### config.mk
export PLATFORM = sky130hd
export DESIGN_NAME = uart_apb_tx_master
export DESIGN_NICKNAME = d
export VERILOG_FILES = /design/src/rtl/uart_apb_pkg.sv /design/src/rtl/apb_master_xfer.sv /design/src/rtl/uart_apb_tx_master.sv
export SDC_FILE = /design/constraint.sdc
export NUM_CORES = 1
export LEC_CHECK = 0
export BUFFER_PORTS_ARGS = -buffer_cell sky130_fd_sc_hd__buf_2
export CAP_MARGIN = 25
export CORE_ASPECT_RATIO = 1.75
export CORE_MARGIN = 1.5
export CORE_UTILIZATION = 49
export CTS_CLUSTER_SIZE = 30
export DETAILED_ROUTE_END_ITERATION = 10
export GPL_ROUTABILITY_DRIVEN = 0
export PLACE_DENSITY = 0.87
export REMOVE_ABC_BUFFERS = 1
export SETUP_SLACK_MARGIN = 0.2
export SKIP_CTS_REPAIR_TIMING = 1
export SYNTH_ARGS = -nofsm -noshare
export SYNTH_HDL_FRONTEND = slang
export SYNTH_SLANG_ARGS = --single-unit
### constraint.sdc
create_clock -name PCLK_i -period 2.5 [get_ports PCLK_i]
set_input_delay 0.125 -clock PCLK_i [delete_from_list [all_inputs] [get_ports PCLK_i]]
set_output_delay 0.125 -clock PCLK_i [all_outputs]
set_load 0.01 [all_outputs]
### src/rtl/uart_apb_pkg.sv
// rtl/uart_apb_pkg.sv - UART register map, init constants and sequencer state type
// Contents: register offsets, init register values, LSR.THRE bit index, state_t.
package uart_apb_pkg;

  // Register offsets from the UART base address
  localparam int OFF_THR = 0;
  localparam int OFF_DLL = 0;
  localparam int OFF_DLM = 1;
  localparam int OFF_FCR = 2;
  localparam int OFF_LCR = 3;
  localparam int OFF_LSR = 5;

  // Init values: divisor latch access + 8N1, plain 8N1, FIFO enable + clear both FIFOs
  localparam logic [7:0] LCR_DLAB_8N1 = 8'h83;
  localparam logic [7:0] LCR_8N1      = 8'h03;
  localparam logic [7:0] FCR_INIT     = 8'h07;

  localparam int LSR_THRE = 5;

  typedef enum logic [3:0] {
    ST_UNINIT,
    ST_INIT_LCR_DLAB,
    ST_INIT_DLL,
    ST_INIT_DLM,
    ST_INIT_LCR,
    ST_INIT_FCR,
    ST_READY,
    ST_POLL_LSR,
    ST_WR_THR
  } state_t;

endpackage

### src/rtl/apb_master_xfer.sv
// rtl/apb_master_xfer.sv - single APB transfer engine (SETUP/ACCESS phases, byte lane steering)
// Ports:
//   clk, resetn                 clock, synchronous active-low reset
//   req, addr, wdata, write     transfer request, sampled only while idle
//   idle                        no transfer in flight (PSEL low)
//   done, rdata, err            completion strobe, lane-selected read byte, PSLVERR at completion
//   paddr..pstrb                APB master outputs (registered)
//   pready, prdata, pslverr     APB slave responses
module apb_master_xfer #(
  parameter int ADDR_W = 32,
  parameter int DATA_W = 32
) (
  input  logic                clk,
  input  logic                resetn,
  input  logic                req,
  input  logic [ADDR_W-1:0]   addr,
  input  logic [7:0]          wdata,
  input  logic                write,
  output logic                idle,
  output logic                done,
  output logic [7:0]          rdata,
  output logic                err,
  output logic [ADDR_W-1:0]   paddr,
  output logic                psel,
  output logic                penable,
  output logic                pwrite,
  output logic [DATA_W-1:0]   pwdata,
  output logic [DATA_W/8-1:0] pstrb,
  input  logic                pready,
  input  logic [DATA_W-1:0]   prdata,
  input  logic                pslverr
);

  localparam int LANES  = DATA_W / 8;
  localparam int LANE_W = $clog2(LANES);

  logic [LANE_W-1:0] lane;

  assign lane  = paddr[LANE_W-1:0];
  assign idle  = ~psel;
  assign done  = psel & penable & pready;
  assign err   = done & pslverr;
  assign rdata = prdata[{lane, 3'b000} +: 8];

  // Phase is encoded directly in psel/penable: idle (0,0), SETUP (1,0), ACCESS (1,1).
  // A request is only taken while idle, so consecutive transfers always see a PSEL=0 cycle.
  always_ff @(posedge clk) begin
    if (!resetn) begin
      paddr   <= '0;
      psel    <= 1'b0;
      penable <= 1'b0;
      pwrite  <= 1'b0;
      pwdata  <= '0;
      pstrb   <= '0;
    end else if (!psel) begin
      if (req) begin
        psel   <= 1'b1;
        paddr  <= addr;
        pwrite <= write;
        pwdata <= {LANES{wdata}};
        pstrb  <= write ? ({{(LANES-1){1'b0}}, 1'b1} << addr[LANE_W-1:0]) : '0;
      end
    end else if (!penable) begin
      penable <= 1'b1;
    end else if (pready) begin
      psel    <= 1'b0;
      penable <= 1'b0;
    end
  end

endmodule

### src/rtl/uart_apb_tx_master.sv
// rtl/uart_apb_tx_master.sv - APB master that initialises a UART and streams bytes into its THR
// Ports:
//   PCLK_i, PRESETn_i            clock, synchronous active-low reset
//   cfg_start_i, divisor_i       start (or restart) the init sequence with this baud divisor
//   tx_valid_i/tx_data_i/tx_ready_o  byte source handshake
//   init_done_o, busy_o, err_o   status (err_o sticky until reset or cfg_start_i)
//   PADDR_o..PSTRB_o, PREADY_i, PRDATA_i, PSLVERR_i  APB master port to the UART
module uart_apb_tx_master
  import uart_apb_pkg::*;
#(
  parameter int                ADDR_W     = 32,
  parameter int                DATA_W     = 32,
  parameter logic [ADDR_W-1:0] BASE_ADDR  = '0,
  parameter int                FIFO_DEPTH = 16,
  parameter int                POLL_LIMIT = 1024
) (
  input  logic                PCLK_i,
  input  logic                PRESETn_i,
  input  logic                cfg_start_i,
  input  logic [15:0]         divisor_i,
  input  logic                tx_valid_i,
  input  logic [7:0]          tx_data_i,
  output logic                tx_ready_o,
  output logic                init_done_o,
  output logic                busy_o,
  output logic                err_o,
  output logic [ADDR_W-1:0]   PADDR_o,
  output logic                PPROT_o,
  output logic                PSEL_o,
  output logic                PENABLE_o,
  output logic                PWRITE_o,
  output logic [DATA_W-1:0]   PWDATA_o,
  output logic [DATA_W/8-1:0] PSTRB_o,
  input  logic                PREADY_i,
  input  logic [DATA_W-1:0]   PRDATA_i,
  input  logic                PSLVERR_i
);

  localparam int CRED_W = $clog2(FIFO_DEPTH + 1);
  localparam int POLL_W = $clog2(POLL_LIMIT + 1);

  state_t            state;
  logic              init_done;
  logic              err;
  logic              restart_pend;
  logic              hold_valid;
  logic [7:0]        hold_data;
  logic [15:0]       div_q;
  logic [CRED_W-1:0] credits;
  logic [POLL_W-1:0] poll_cnt;

  logic              req;
  logic              req_write;
  logic [ADDR_W-1:0] req_addr;
  logic [7:0]        req_wdata;
  logic              x_idle;
  logic              x_done;
  logic              x_err;
  logic [7:0]        x_rdata;
  logic              thr_ok;
  logic              accept;

  apb_master_xfer #(
    .ADDR_W(ADDR_W),
    .DATA_W(DATA_W)
  ) u_xfer (
    .clk     (PCLK_i),
    .resetn  (PRESETn_i),
    .req     (req),
    .addr    (req_addr),
    .wdata   (req_wdata),
    .write   (req_write),
    .idle    (x_idle),
    .done    (x_done),
    .rdata   (x_rdata),
    .err     (x_err),
    .paddr   (PADDR_o),
    .psel    (PSEL_o),
    .penable (PENABLE_o),
    .pwrite  (PWRITE_o),
    .pwdata  (PWDATA_o),
    .pstrb   (PSTRB_o),
    .pready  (PREADY_i),
    .prdata  (PRDATA_i),
    .pslverr (PSLVERR_i)
  );

  // Every state except UNINIT/READY owns exactly one APB transfer. A pending restart
  // holds off new transfers so the sequencer can jump back to the start of init.
  always_comb begin
    req       = 1'b0;
    req_write = 1'b1;
    req_wdata = 8'h00;
    req_addr  = BASE_ADDR;
    case (state)
      ST_INIT_LCR_DLAB: begin
        req       = 1'b1;
        req_addr  = BASE_ADDR + ADDR_W'(OFF_LCR);
        req_wdata = LCR_DLAB_8N1;
      end
      ST_INIT_DLL: begin
        req       = 1'b1;
        req_addr  = BASE_ADDR + ADDR_W'(OFF_DLL);
        req_wdata = div_q[7:0];
      end
      ST_INIT_DLM: begin
        req       = 1'b1;
        req_addr  = BASE_ADDR + ADDR_W'(OFF_DLM);
        req_wdata = div_q[15:8];
      end
      ST_INIT_LCR: begin
        req       = 1'b1;
        req_addr  = BASE_ADDR + ADDR_W'(OFF_LCR);
        req_wdata = LCR_8N1;
      end
      ST_INIT_FCR: begin
        req       = 1'b1;
        req_addr  = BASE_ADDR + ADDR_W'(OFF_FCR);
        req_wdata = FCR_INIT;
      end
      ST_POLL_LSR: begin
        req       = 1'b1;
        req_write = 1'b0;
        req_addr  = BASE_ADDR + ADDR_W'(OFF_LSR);
      end
      ST_WR_THR: begin
        req       = 1'b1;
        req_addr  = BASE_ADDR + ADDR_W'(OFF_THR);
        req_wdata = hold_data;
      end
      default: ;
    endcase
    if (cfg_start_i || restart_pend) req = 1'b0;
  end

  // The holding register frees in the cycle its THR write completes, so a new byte can
  // be taken in that same cycle without a bubble.
  assign thr_ok     = (state == ST_WR_THR) & x_done & ~PSLVERR_i;
  assign tx_ready_o = init_done & ~err & (~hold_valid | thr_ok);
  assign accept     = tx_valid_i & tx_ready_o;

  assign init_done_o = init_done;
  assign err_o       = err;
  assign busy_o      = PSEL_o | ((state != ST_READY) && (state != ST_UNINIT));
  assign PPROT_o     = 1'b0;

  always_ff @(posedge PCLK_i) begin
    if (!PRESETn_i) begin
      state        <= ST_UNINIT;
      init_done    <= 1'b0;
      err          <= 1'b0;
      restart_pend <= 1'b0;
      hold_valid   <= 1'b0;
      hold_data    <= 8'h00;
      div_q        <= 16'h0000;
      credits      <= '0;
      poll_cnt     <= '0;
    end else begin
      if (x_done) begin
        if (x_err) begin
          err <= 1'b1;
          if (state inside {ST_INIT_LCR_DLAB, ST_INIT_DLL, ST_INIT_DLM, ST_INIT_LCR, ST_INIT_FCR}) begin
            state     <= ST_UNINIT;
            init_done <= 1'b0;
          end else begin
            hold_valid <= 1'b0;
            state      <= ST_READY;
          end
        end else begin
          case (state)
            ST_INIT_LCR_DLAB: state <= ST_INIT_DLL;
            ST_INIT_DLL:      state <= ST_INIT_DLM;
            ST_INIT_DLM:      state <= ST_INIT_LCR;
            ST_INIT_LCR:      state <= ST_INIT_FCR;
            ST_INIT_FCR: begin
              state     <= ST_READY;
              init_done <= 1'b1;
            end
            ST_POLL_LSR: begin
              if (x_rdata[LSR_THRE]) begin
                credits <= CRED_W'(FIFO_DEPTH);
                state   <= ST_WR_THR;
              end else if (poll_cnt == POLL_W'(POLL_LIMIT - 1)) begin
                err        <= 1'b1;
                hold_valid <= 1'b0;
                state      <= ST_READY;
              end else begin
                poll_cnt <= poll_cnt + POLL_W'(1);
              end
            end
            ST_WR_THR: begin
              hold_valid <= 1'b0;
              if (credits != '0) credits <= credits - CRED_W'(1);
              state <= ST_READY;
            end
            default: ;
          endcase
        end
      end else if (state == ST_READY && hold_valid) begin
        poll_cnt <= '0;
        state    <= (credits != '0) ? ST_WR_THR : ST_POLL_LSR;
      end

      if (accept) begin
        hold_valid <= 1'b1;
        hold_data  <= tx_data_i;
      end

      // Restart: the in-flight transfer (if any) completes first; the FCR write at the end
      // of init clears the UART FIFO, so credits restart from zero.
      if (cfg_start_i) begin
        err       <= 1'b0;
        init_done <= 1'b0;
        credits   <= '0;
        div_q     <= divisor_i;
      end
      if ((cfg_start_i || restart_pend) && x_idle) begin
        state        <= ST_INIT_LCR_DLAB;
        restart_pend <= 1'b0;
      end else if (cfg_start_i) begin
        restart_pend <= 1'b1;
      end
    end
  end

endmodule

==> key figures <==
Yosys
  • Ys async rst share: 0%
  • Top cell type's share of synthesized area: 36.4%
  • Yosys warning total: 0
  • Post-synth EDFFs: 0
  • Post-synth design cell area: 3630 sq um
  • Synth unique cells: 53
  • Synth Area per Inst: 8.84 sq um
  • Sequential cell area fraction in the yosys report: 36.4%
  • FF+latch count, synth: 66
  • Cells after synthesis: 410
  • Leading area contributor after synthesis: dfxtp_1
  • Synth top area cells: dfxtp_1, buf_4, mux2i_1
  • Commonest register cell after synthesis: dfxtp_1

Route
  • Top Layer Used: met4
  • DR WL met2: 4610 um
  • Drt total wl: 8670 um
  • Post-DRT Antenna Nets: 0
  • DRC Markers: 0
  • M1 wire length: 3250 um
  • Vias per cell: 5.55
  • Vias: 3106
  • Met3 wire length: 517 um
  • DRT iter0 DRCs: 208
  • DRT Pass-1 Iters: 5
  • Mean routed wirelength per cell: 15.5 um

STA
  • Final setup vio count: 0
  • Fin. max-slew vios: 0
  • Slew @ Worst Pin: 0.620 ns
  • Setup TNS Final: 0 ns
  • Period Utilization, post-route: 86.7%
  • Max Freq: 0.461 GHz
  • Final hold viol count: 0
  • Tmin final: 2.17 ns
  • Unrepaired setup endpoints after global routing: yes
  • Rel. slew slack: 58.7%
  • Post-route clock skew: 0.00530 ns

Critical path
  • Worst-path maximum fanout: 8
  • Delay-heaviest family, CP: compound AO/OA/AOI/OAI gates
  • CP cell instances: nand2b_1, a21o_1, a2111oi_4, buf_4, nand4_1, a21boi_0
  • Reg2Reg Depth: 6
  • Crit path buf inv count: 1
  • CP Capture Type: flop
  • Reg2Reg Setup Slack: 0.33 ns
  • Startpoint Class: flop
  • Slowest stage delay, CP: 0.58 ns
  • Critical-path top delay cell: a2111oi_4
  • Capturing point of the worst reg2reg path: u_xfer.pstrb[1]
  • Crit path required time: 2.75 ns
  • Critical path class: flop to flop
  • Worst reg2reg startpoint: state[2]
  • CP Data Arrival Time: 2.42 ns

Floorplanning
  • Rows: 41
  • Die area: 7940 sq um
  • IO Count: 138
  • Initial core utilization: 50.5%
  • Die X: 68.0 um
  • Die height: 117 um
  • CORE AREA: 7180 sq um

Placement
  • IO buf count: 79
  • DP Area: 3870 sq um
  • DP HPWL: 6230 um

Layout
  • Commonest non-fill, non-tap cells in the layout: buf_2, dfxtp_1, conb_1
  • Post-layout util: 58.3%
  • Number of diodes: 0
  • Multi-input combinational cell area: 1890 sq um
  • Final instance area: 4190 sq um
  • Reg area: 1320 sq um
  • Fill count: 622
  • Commonest non-fill, non-tap cell in the layout: buf_2
  • Layout cell share with drive strength beyond 1: 25.9%
  • Nets: 535
  • P&R area growth vs syn: 15.5%

GRT
  • Vias in the first global route: 3024
  • Largest net degree at the start of global routing: 32
  • Global-route wire length before repair: 13900 um
  • GRT Overall Usage: 23.4%
  • Initial antenna violation count: 0
  • GRT overflow: 0

Min path
  • WHS Path Cells: 3
  • Hold Crit Class: input port to flop
  • Min-delay src: divisor_i[6]
  • Hold Path Sink: div_q[6]

Clocking
  • Sink Count: 66
  • Clock root cell: clkbuf_16
  • CTS tree: yes
  • Clock-pin slew on the worst setup and hold paths: 0.05 ns
  • Clk Latency, worst-skew pair: 0.34 ns
  • Worst-case clock buffer depth: 2
  • H-Tree Depth: 3
  • CTS buffer count: 9

Job
  • # Max-Cap Violations: 0

Status
  • Status: finished, final reports clean

Pwr
  • LEAKAGE: 0.00191 uW
  • Max VDD drop: 0.442 mV
  • Cell Pwr Density: 666 nW/um^2
[final cells by class]
| type | count | area share (%) |
|---|---|---|
| multi-input cells | 289 | 45.0 |
| flip-flops and latches | 66 | 31.5 |
| repair buffers | 96 | 12.5 |
| clock buffers | 13 | 6.21 |
| well taps | 86 | 2.57 |
| clock inverters | 2 | 1.43 |
| inverters | 8 | 0.717 |
[worst register-to-register path: stages, from the launching register on]
cell and delay (ns):
dfxtp_1 0.55, nand2b_1 0.13, a21o_1 0.28, a2111oi_4 0.58, buf_4 0.22, nand4_1 0.11, a21boi_0 0.22
[flip-flops by register name, indices dropped and copies added, names as in the netlist]
register        flops
state               4
hold_valid          1
u_xfer.paddr        3
u_xfer.psel         1
poll_cnt           11
hold_data           8
u_xfer.pwrite       1
init_done_o         1
credits             5
err_o               1
u_xfer.pwdata       8
u_xfer.pstrb        4
div_q              16
restart_pend        1
u_xfer.penable      1
[metrics by stage]
step                      cells  hold WS [ns]  total power, uW  setup WS [ns]
after global placement      545         0.384             1430          0.404
after floorplan             363         0.239             1300         0.0739
after global routing        560        0.0548             2880          0.199
after CTS                   560        0.0465             2800          0.269
final                       560        0.0500             2790          0.333
after detailed placement    545         0.391             1440          0.333
[report_power, final]
group | leakage, uW | switching (uW) | internal (uW) | total, uW
Sequential | 0.000537 | 33.4 | 1090 | 1120
Clock | 0.000156 | 449 | 922 | 1370
Combinational | 0.00122 | 169 | 129 | 298
[how the worst max path moves through the flow]
stage	startpoint	end	slack, ns	cells past startpoint
3_3_place_gp	u_xfer.paddr[0]	poll_cnt[8]	0.40	5
4_1_cts	state[1]	u_xfer.pstrb[1]	0.27	6
3_5_place_dp	u_xfer.paddr[0]	poll_cnt[8]	0.33	5
5_1_grt	state[2]	u_xfer.pwdata[30]	0.20	6
6_report	state[2]	u_xfer.pstrb[1]	0.33	6
2_1_floorplan	state[1]	u_xfer.pwdata[23]	0.07	5
[Yosys cell counts, drive strengths merged, types with 3 or more instances]
| cell type | instances |
|---|---|
| or3 | 10 |
| a211oi | 3 |
| dfxtp | 66 |
| nor3b | 6 |
| clkbuf | 16 |
| inv | 8 |
| a31oi | 5 |
| xor2 | 4 |
| a21oi | 22 |
| nand2 | 22 |
| o211a | 5 |
| o21ai | 17 |
| nor3 | 3 |
| mux2i | 25 |
| nor2b | 27 |
| a221oi | 4 |
| nand2b | 8 |
| mux2 | 7 |
| o31a | 3 |
| buf | 60 |
| and3 | 4 |
| nand3 | 14 |
| ha | 3 |
| nor2 | 22 |
| a22oi | 4 |
| a21boi | 8 |
| and2 | 3 |
| o211ai | 3 |
| nand4 | 4 |
[per-layer routing]
metal / vias to the layer above / GRT usage, %
li1: 1486 / -
met1: 1462 / 24.8
met2: 130 / 40.3
met3: 28 / 6.21
met4: 0 / 13.6
met5: - / 0
[logic make-up (layout without fill, tap and decap cells)]
kind of cell,Yosys count,count (layout),synth area share [%]
buffers and inverters,84,119,14.6
other,1,30,0.103
adders and majority gates,4,4,1.31
DFF,66,66,36.4
xor gates and xnor gates,5,5,1.21
and+or+nand+nor,130,130,19.9
AOI/OAI and AO/OA,87,87,16.7
muxes,33,33,9.70
(Power assumes the default switching activity.)
